===== config.mk =====
export PLATFORM = sky130hd
export DESIGN_NAME = pps_monitor_flat
export DESIGN_NICKNAME = d
export VERILOG_FILES = /design/src/rtl/pps_monitor_if.sv /design/src/rtl/pps_monitor.sv /design/src/flat_wrapper.sv
export SDC_FILE = /design/constraint.sdc
export NUM_CORES = 1
export LEC_CHECK = 0
export ABC_AREA = 1
export BUFFER_PORTS_ARGS = -buffer_cell sky130_fd_sc_hd__buf_2
export CORE_AREA = 2 2 117 119
export CTS_CLUSTER_SIZE = 12
export DETAILED_ROUTE_END_ITERATION = 8
export DIE_AREA = 0 0 119 121
export PLACE_DENSITY = 0.7
export SYNTH_ARGS = -nofsm -noshare
export SYNTH_HDL_FRONTEND = slang
export SYNTH_SLANG_ARGS = --single-unit

===== constraint.sdc =====
create_clock -name iclk -period 4.1 [get_ports iclk]
set_clock_uncertainty 0.15 [all_clocks]
set_input_delay 0.205 -clock iclk [delete_from_list [all_inputs] [get_ports iclk]]
set_output_delay 0.205 -clock iclk [all_outputs]
set_load 0.02 [all_outputs]

===== src/rtl/pps_monitor_if.sv =====
// PPS monitor bus: raw PPS level in, tick/period/lock/loss status out.
// master = the monitor that produces status, slave = whoever consumes it.
interface pps_monitor_if;
  logic        pps_in;
  logic        pps_tick;
  logic        period_valid;
  logic [31:0] last_period;
  logic        locked;
  logic        lost;
  logic [7:0]  lost_cnt;
  logic [31:0] sec_count;
  logic        led;

  modport master (
    input  pps_in,
    output pps_tick, period_valid, last_period, locked, lost, lost_cnt, sec_count, led
  );

  modport slave (
    output pps_in,
    input  pps_tick, period_valid, last_period, locked, lost, lost_cnt, sec_count, led
  );
endinterface


===== src/rtl/pps_monitor.sv =====
// Synchronizes a PPS level, ticks on rising edges, measures edge spacing,
// qualifies lock against a nominal period and flags loss of signal.
module pps_monitor #(
  parameter int unsigned NOMINAL_CYCLES = 100000000,
  parameter int unsigned TOLERANCE      = 1000,
  parameter int unsigned TIMEOUT_CYCLES = 150000000,
  parameter int unsigned LOCK_COUNT     = 3
) (
  input  logic         iclk,
  input  logic         irst,
  pps_monitor_if.master bus
);

  typedef enum logic [1:0] {ST_IDLE, ST_ACQ, ST_LOCKED, ST_LOST} state_t;

  localparam logic [32:0] P_LO    = 33'(NOMINAL_CYCLES) - 33'(TOLERANCE);
  localparam logic [32:0] P_HI    = 33'(NOMINAL_CYCLES) + 33'(TOLERANCE);
  localparam logic [31:0] TO_LAST = 32'(TIMEOUT_CYCLES - 1);
  localparam logic [4:0]  LOCK5   = 5'(LOCK_COUNT);

  state_t      state_q, state_d;
  logic [3:0]  run_q, run_d;
  logic        s1_q, s1_d, s2_q, s2_d, prev_q, prev_d;
  logic [2:0]  vld_q, vld_d;
  logic [31:0] cnt_q, cnt_d;
  logic        pps_tick_q, pps_tick_d;
  logic        period_valid_q, period_valid_d;
  logic [31:0] last_period_q, last_period_d;
  logic [31:0] sec_count_q, sec_count_d;
  logic [7:0]  lost_cnt_q, lost_cnt_d;
  logic        led_q, led_d;

  logic        edge_w, good, tmo, lock_hit;
  logic [32:0] p_ext;
  logic [31:0] p_sat;

  // vld_q marks which synchronizer stages hold real samples since reset, so a
  // level held high through reset cannot masquerade as a rising edge.
  assign edge_w   = s2_q & ~prev_q & vld_q[2];
  assign p_ext    = {1'b0, cnt_q} + 33'd1;
  assign p_sat    = p_ext[32] ? '1 : p_ext[31:0];
  assign good     = ({1'b0, p_sat} >= P_LO) && ({1'b0, p_sat} <= P_HI);
  assign tmo      = (cnt_q == TO_LAST) && !edge_w;
  assign lock_hit = ({1'b0, run_q} + 5'd1) == LOCK5;

  always_comb begin
    s1_d   = bus.pps_in;
    s2_d   = s1_q;
    prev_d = s2_q;
    vld_d  = {vld_q[1:0], 1'b1};
    if (edge_w) begin
      cnt_d = '0;
    end else if (&cnt_q) begin
      cnt_d = cnt_q;
    end else begin
      cnt_d = cnt_q + 32'd1;
    end
  end

  always_ff @(posedge iclk or posedge irst) begin
    if (irst) begin
      state_q <= ST_IDLE;
      run_q   <= '0;
    end else begin
      state_q <= state_d;
      run_q   <= run_d;
    end
  end

  always_comb begin
    state_d = state_q;
    run_d   = run_q;
    case (state_q)
      ST_IDLE, ST_LOST: begin
        if (edge_w) begin
          state_d = ST_ACQ;
          run_d   = '0;
        end
      end
      ST_ACQ: begin
        if (edge_w) begin
          if (good) begin
            run_d = run_q + 4'd1;
            if (lock_hit) state_d = ST_LOCKED;
          end else begin
            run_d = '0;
          end
        end else if (tmo) begin
          state_d = ST_LOST;
        end
      end
      ST_LOCKED: begin
        if (edge_w) begin
          if (!good) begin
            state_d = ST_ACQ;
            run_d   = '0;
          end
        end else if (tmo) begin
          state_d = ST_LOST;
        end
      end
      default: begin
        state_d = ST_IDLE;
        run_d   = '0;
      end
    endcase
  end

  always_comb begin
    logic rec;
    rec            = edge_w && (state_q == ST_ACQ || state_q == ST_LOCKED);
    pps_tick_d     = edge_w;
    period_valid_d = rec;
    last_period_d  = rec ? p_sat : last_period_q;
    sec_count_d    = sec_count_q;
    if (edge_w && good && ((state_q == ST_ACQ && lock_hit) || state_q == ST_LOCKED)) begin
      sec_count_d = sec_count_q + 32'd1;
    end
    lost_cnt_d = lost_cnt_q;
    if (state_d == ST_LOST && state_q != ST_LOST && lost_cnt_q != 8'hFF) begin
      lost_cnt_d = lost_cnt_q + 8'd1;
    end
    case (state_d)
      ST_LOCKED: led_d = s2_q;
      ST_LOST:   led_d = 1'b1;
      default:   led_d = 1'b0;
    endcase
  end

  always_ff @(posedge iclk or posedge irst) begin
    if (irst) begin
      s1_q           <= 1'b0;
      s2_q           <= 1'b0;
      prev_q         <= 1'b0;
      vld_q          <= '0;
      cnt_q          <= '0;
      pps_tick_q     <= 1'b0;
      period_valid_q <= 1'b0;
      last_period_q  <= '0;
      sec_count_q    <= '0;
      lost_cnt_q     <= '0;
      led_q          <= 1'b0;
    end else begin
      s1_q           <= s1_d;
      s2_q           <= s2_d;
      prev_q         <= prev_d;
      vld_q          <= vld_d;
      cnt_q          <= cnt_d;
      pps_tick_q     <= pps_tick_d;
      period_valid_q <= period_valid_d;
      last_period_q  <= last_period_d;
      sec_count_q    <= sec_count_d;
      lost_cnt_q     <= lost_cnt_d;
      led_q          <= led_d;
    end
  end

  assign bus.pps_tick     = pps_tick_q;
  assign bus.period_valid = period_valid_q;
  assign bus.last_period  = last_period_q;
  assign bus.locked       = (state_q == ST_LOCKED);
  assign bus.lost         = (state_q == ST_LOST);
  assign bus.lost_cnt     = lost_cnt_q;
  assign bus.sec_count    = sec_count_q;
  assign bus.led          = led_q;

endmodule

===== src/flat_wrapper.sv =====
// flat-port wrapper written by rule: the top's interface ports become plain ports
module pps_monitor_flat 
#(
  parameter int unsigned NOMINAL_CYCLES = 100000000,
  parameter int unsigned TOLERANCE      = 1000,
  parameter int unsigned TIMEOUT_CYCLES = 150000000,
  parameter int unsigned LOCK_COUNT     = 3
)
  (iclk, irst, bus_pps_in, bus_pps_tick, bus_period_valid, bus_last_period, bus_locked, bus_lost, bus_lost_cnt, bus_sec_count, bus_led);
  pps_monitor_if bus_i ();
  input  logic iclk;
  input  logic irst;
  input wire logic [$bits(bus_i.pps_in)-1:0] bus_pps_in;
  output wire logic [$bits(bus_i.pps_tick)-1:0] bus_pps_tick;
  output wire logic [$bits(bus_i.period_valid)-1:0] bus_period_valid;
  output wire logic [$bits(bus_i.last_period)-1:0] bus_last_period;
  output wire logic [$bits(bus_i.locked)-1:0] bus_locked;
  output wire logic [$bits(bus_i.lost)-1:0] bus_lost;
  output wire logic [$bits(bus_i.lost_cnt)-1:0] bus_lost_cnt;
  output wire logic [$bits(bus_i.sec_count)-1:0] bus_sec_count;
  output wire logic [$bits(bus_i.led)-1:0] bus_led;
  assign bus_i.pps_in = bus_pps_in;
  assign bus_pps_tick = bus_i.pps_tick;
  assign bus_period_valid = bus_i.period_valid;
  assign bus_last_period = bus_i.last_period;
  assign bus_locked = bus_i.locked;
  assign bus_lost = bus_i.lost;
  assign bus_lost_cnt = bus_i.lost_cnt;
  assign bus_sec_count = bus_i.sec_count;
  assign bus_led = bus_i.led;
  pps_monitor #(.NOMINAL_CYCLES(NOMINAL_CYCLES), .TOLERANCE(TOLERANCE), .TIMEOUT_CYCLES(TIMEOUT_CYCLES), .LOCK_COUNT(LOCK_COUNT)) u_core (.iclk(iclk), .irst(irst), .bus(bus_i));
endmodule

==> results_dict.tcl <==
set metrics [dict create \
    dieArea_sq_mm 0.0144 \
    core_sq_mm 0.0131 \
    rrSetupSlack_ns 0.57 \
    numPortBuffers 79 \
    overflow 0 \
    drc 0 \
    synth_largest_area_cell "dfrtp_1" \
    maxSlewHeadroom_pct 41.1 \
    ctsLongestPathBuffers 2 \
    post_cts_buffers 0 \
    final_cell_count_no_fill 1106 \
    use_met3_pct 4.65 \
    clkSlewWorstSetupHoldPaths_ns 0.06 \
    grt_busiest_layer "met2" \
    syn-instance-count 826 \
    dp_hpwl_microns 11300 \
    r2r-end "u_core.bus.sec_count[28]" \
    use_met1_pct 32.2 \
    rsz0062_at_grt "no" \
    yosysSeqAreaShare_pct 46.0 \
    antenna_found_initial 0 \
    postRouteAntennaNets 0 \
    endpoint "u_core.bus.sec_count[28]" \
    intPower_mw 2.36 \
    timing.hold.ws_ns 0.196 \
    r2r_cells 19 \
    cts_tree "done" \
    switchingPower_mw 0.928 \
    power.share.clock_pct 45.7 \
    cts_made_buffers 17 \
    first_pass_iters 5 \
    crit_type "reg2reg" \
    syn_nets 837 \
    placed_cells_incl_taps 1072 \
    hold_class "reg2reg" \
    max_cap_violations 0 \
    grt_max_degree 72 \
    h-tree-depth 4 \
    grt_pass1_wl_microns 26400 \
    switching_share_pct 28.2 \
    cp-end-kind "flip-flop" \
    numClockSinks 119 \
    vias 5723 \
    finalSetupTns_ns 0 \
    wl_microns 15700 \
    dieWidth_microns 119 \
    antenna_cells 0 \
    nNetsFinal 928 \
    stdcell_area_sq_mm 0.00769 \
    power_density_mw_per_mm2 428 \
    syn_to_final_growth_pct 18.7 \
    routed_via_density 5.17 \
    routedWlPerCell_microns 14.2 \
    worst-slew-pin-transition_ns 0.884 \
    synth-seq-cells 119 \
    ctsResizeCount 0 \
    synth_area_sq_mm 0.00648 \
    worst_slack_ns 0.573 \
    io_pins 80 \
    min_period_ns 3.53 \
    yosys-top-cells-area "dfrtp_1, nand2_1, nor2_1" \
    startpoint "u_core.cnt_q[0]" \
    place_area_sq_mm 0.00707 \
    regArea_sq_mm 0.00298 \
    grt_use_total_pct 23.2 \
    slew_violations 0 \
    crit_required_ns 4.28 \
    n_fill_cell 1177 \
    start_kind "flip-flop" \
    clk_latency_ns 0.42 \
    fp-row-count 42 \
    fmax_ghz 0.283 \
    initial_core_util_pct 49.5 \
    grtUsageMet2_pct 36.0 \
    power_frac_seq_pct 40.2 \
    die_y_microns 121 \
    r2r-start "u_core.cnt_q[0]" \
    min_period_over_period_pct 86.0 \
    multi_input_area_sq_mm 0.00307 \
    setup_viol 0 \
    drt_iter0_markers 443 \
    routabilityCongestion 0.889 \
    ys_warn_count 0 \
    yosysTopAreaCellShare_pct 46.0 \
    power_leakage_nw 3.96 \
    grt_pass1_vias 5439 \
    synthDistinctLibCells 42 \
    combPwrFrac_pct 14.1 \
    peakVddDrop_mv 0.390 \
    hold_viol_final 0 \
    drive_gt1_share_pct 17.7 \
    outcome "complete, no violations" \
    worstPathArrival_ns 3.70 \
    cts_root_buffer "clkbuf_16" \
    cp_max_fo 16 \
    avgSynthCellArea_sq_um 7.84 \
    pre_cts_ws_ns 0.640 \
]
==> flip-flops by register name (all words and copies together), names as in the netlist, 2 cells and up <==
register,count
u_core.bus.last_period,32
u_core.bus.sec_count,32
u_core.cnt_q,32
u_core.bus.lost_cnt,8
u_core.run_q,4
u_core.vld_q,3
u_core.state_q,2
==> how the worst min path moves through the flow <==
stage                 from       endpoint  depth (start not counted)
2_1_floorplan   bus_pps_in    u_core.s1_q                          0
3_3_place_gp    bus_pps_in    u_core.s1_q                          1
3_5_place_dp    bus_pps_in    u_core.s1_q                          1
4_1_cts        u_core.s1_q  u_core.prev_d                          0
5_1_grt        u_core.s1_q  u_core.prev_d                          0
6_report       u_core.s1_q  u_core.prev_d                          0
==> final cells by class <==
cell class / count / share of cell area [%]
clock inverter: 10 / 1.53
tap: 176 / 2.86
timing repair buffer: 85 / 5.95
inverter: 97 / 4.78
sequential: 119 / 38.7
clock buffer: 22 / 6.29
multi-input combinational: 597 / 39.9
==> worst max-delay path, cell delays in order, from the launching register on <==
cell and delay (ns):
dfrtp_1 0.38, ha_1 0.20, nand2_1 0.11, nor2_4 0.15
nand2_4 0.09, nor2_8 0.19, nand3_4 0.21, inv_2 0.18
nor2_1 0.10, nor3_1 0.18, nand3_1 0.12, nand2_1 0.09
nand3_1 0.08, nand2_2 0.11, and2_4 0.18, nand3_4 0.20
nor3_4 0.27, nand2_2 0.11, nor2_2 0.12, xor2_1 0.20
==> per-layer routing <==
metal / routed length, microns / vias up
li1: - / 2824
met1: 7400 / 2717
met2: 7130 / 154
met3: 786 / 28
met4: 336 / 0
met5: 0 / -
==> stage by stage <==
stage               util [%]  total power [mW]
floorplan                  -              1.66
global route            58.8              3.45
finish                  58.8              3.29
detailed placement      54.0              1.80
CTS                     58.8              3.31
global placement        54.0              1.80
==> cells in the mapped netlist (all sizes together) <==
master,number
o21ai,38
o21bai,1
nor4,5
nand3,64
or2,1
a31oi,12
nand4,22
buf,4
inv,95
nor3b,1
clkbuf,9
o21a,1
clkinv,2
and2,3
xnor2,9
a21oi,10
nand3b,2
nor3,23
xor2,35
nor2,123
conb,1
dfrtp,119
nand2,237
a21boi,1
ha,8
==> placed cells by master (no fill, tap or decap), types with 2 or more instances in the layout <==
cell           count
a31oi_1           12
nor3_1            17
dlygate4sd3_1      2
inv_2              3
nand2_1          228
nand2_4            2
nor2_1           108
nand3_1           54
bufinv_16          2
nand3_2            8
nor3_2             5
clkbuf_16         17
buf_2             79
nand2_2            7
ha_1               8
nand3_4            2
buf_4              3
nor2_4             4
dfrtp_1          119
a21oi_1            9
xor2_1            35
nand4_1           20
o21ai_0           38
inv_6              2
clkinvlp_4         4
clkbuf_8           4
inv_1             91
nand3b_1           2
clkinv_2           3
nor4_1             5
and2_1             2
xnor2_1            9
nor2_2            10
==> power by group through the flow <==
stage	registers [mW]	clock network, mW	logic [mW]
3_5_place_dp	1.34	0	0.460
6_report	1.32	1.50	0.464
2_1_floorplan	1.38	0	0.278
4_1_cts	1.32	1.52	0.470
5_1_grt	1.33	1.59	0.526
3_3_place_gp	1.34	0	0.456
==> kinds of logic (layout without fill, tap and decap cells) <==
| kind of cell | count (synthesis) | count (layout) | share of synthesized area, % |
|---|---|---|---|
| compound gates | 63 | 63 | 5.33 |
| xor+xnor | 44 | 44 | 5.95 |
| fa+ha+maj | 8 | 8 | 1.55 |
| buf+inv | 110 | 214 | 6.70 |
| flops | 119 | 119 | 46.0 |
| other cells | 1 | 1 | 0.0579 |
| simple gates | 481 | 481 | 34.5 |
==> repair_timing <==
action / in CTS / in global routing
hold endpoints to repair: 71 / 0
endpoints found under the setup margin: 0 / 0
hold buffers: 2 / 0
No activity file was read; power rests on OpenSTA's default activity.
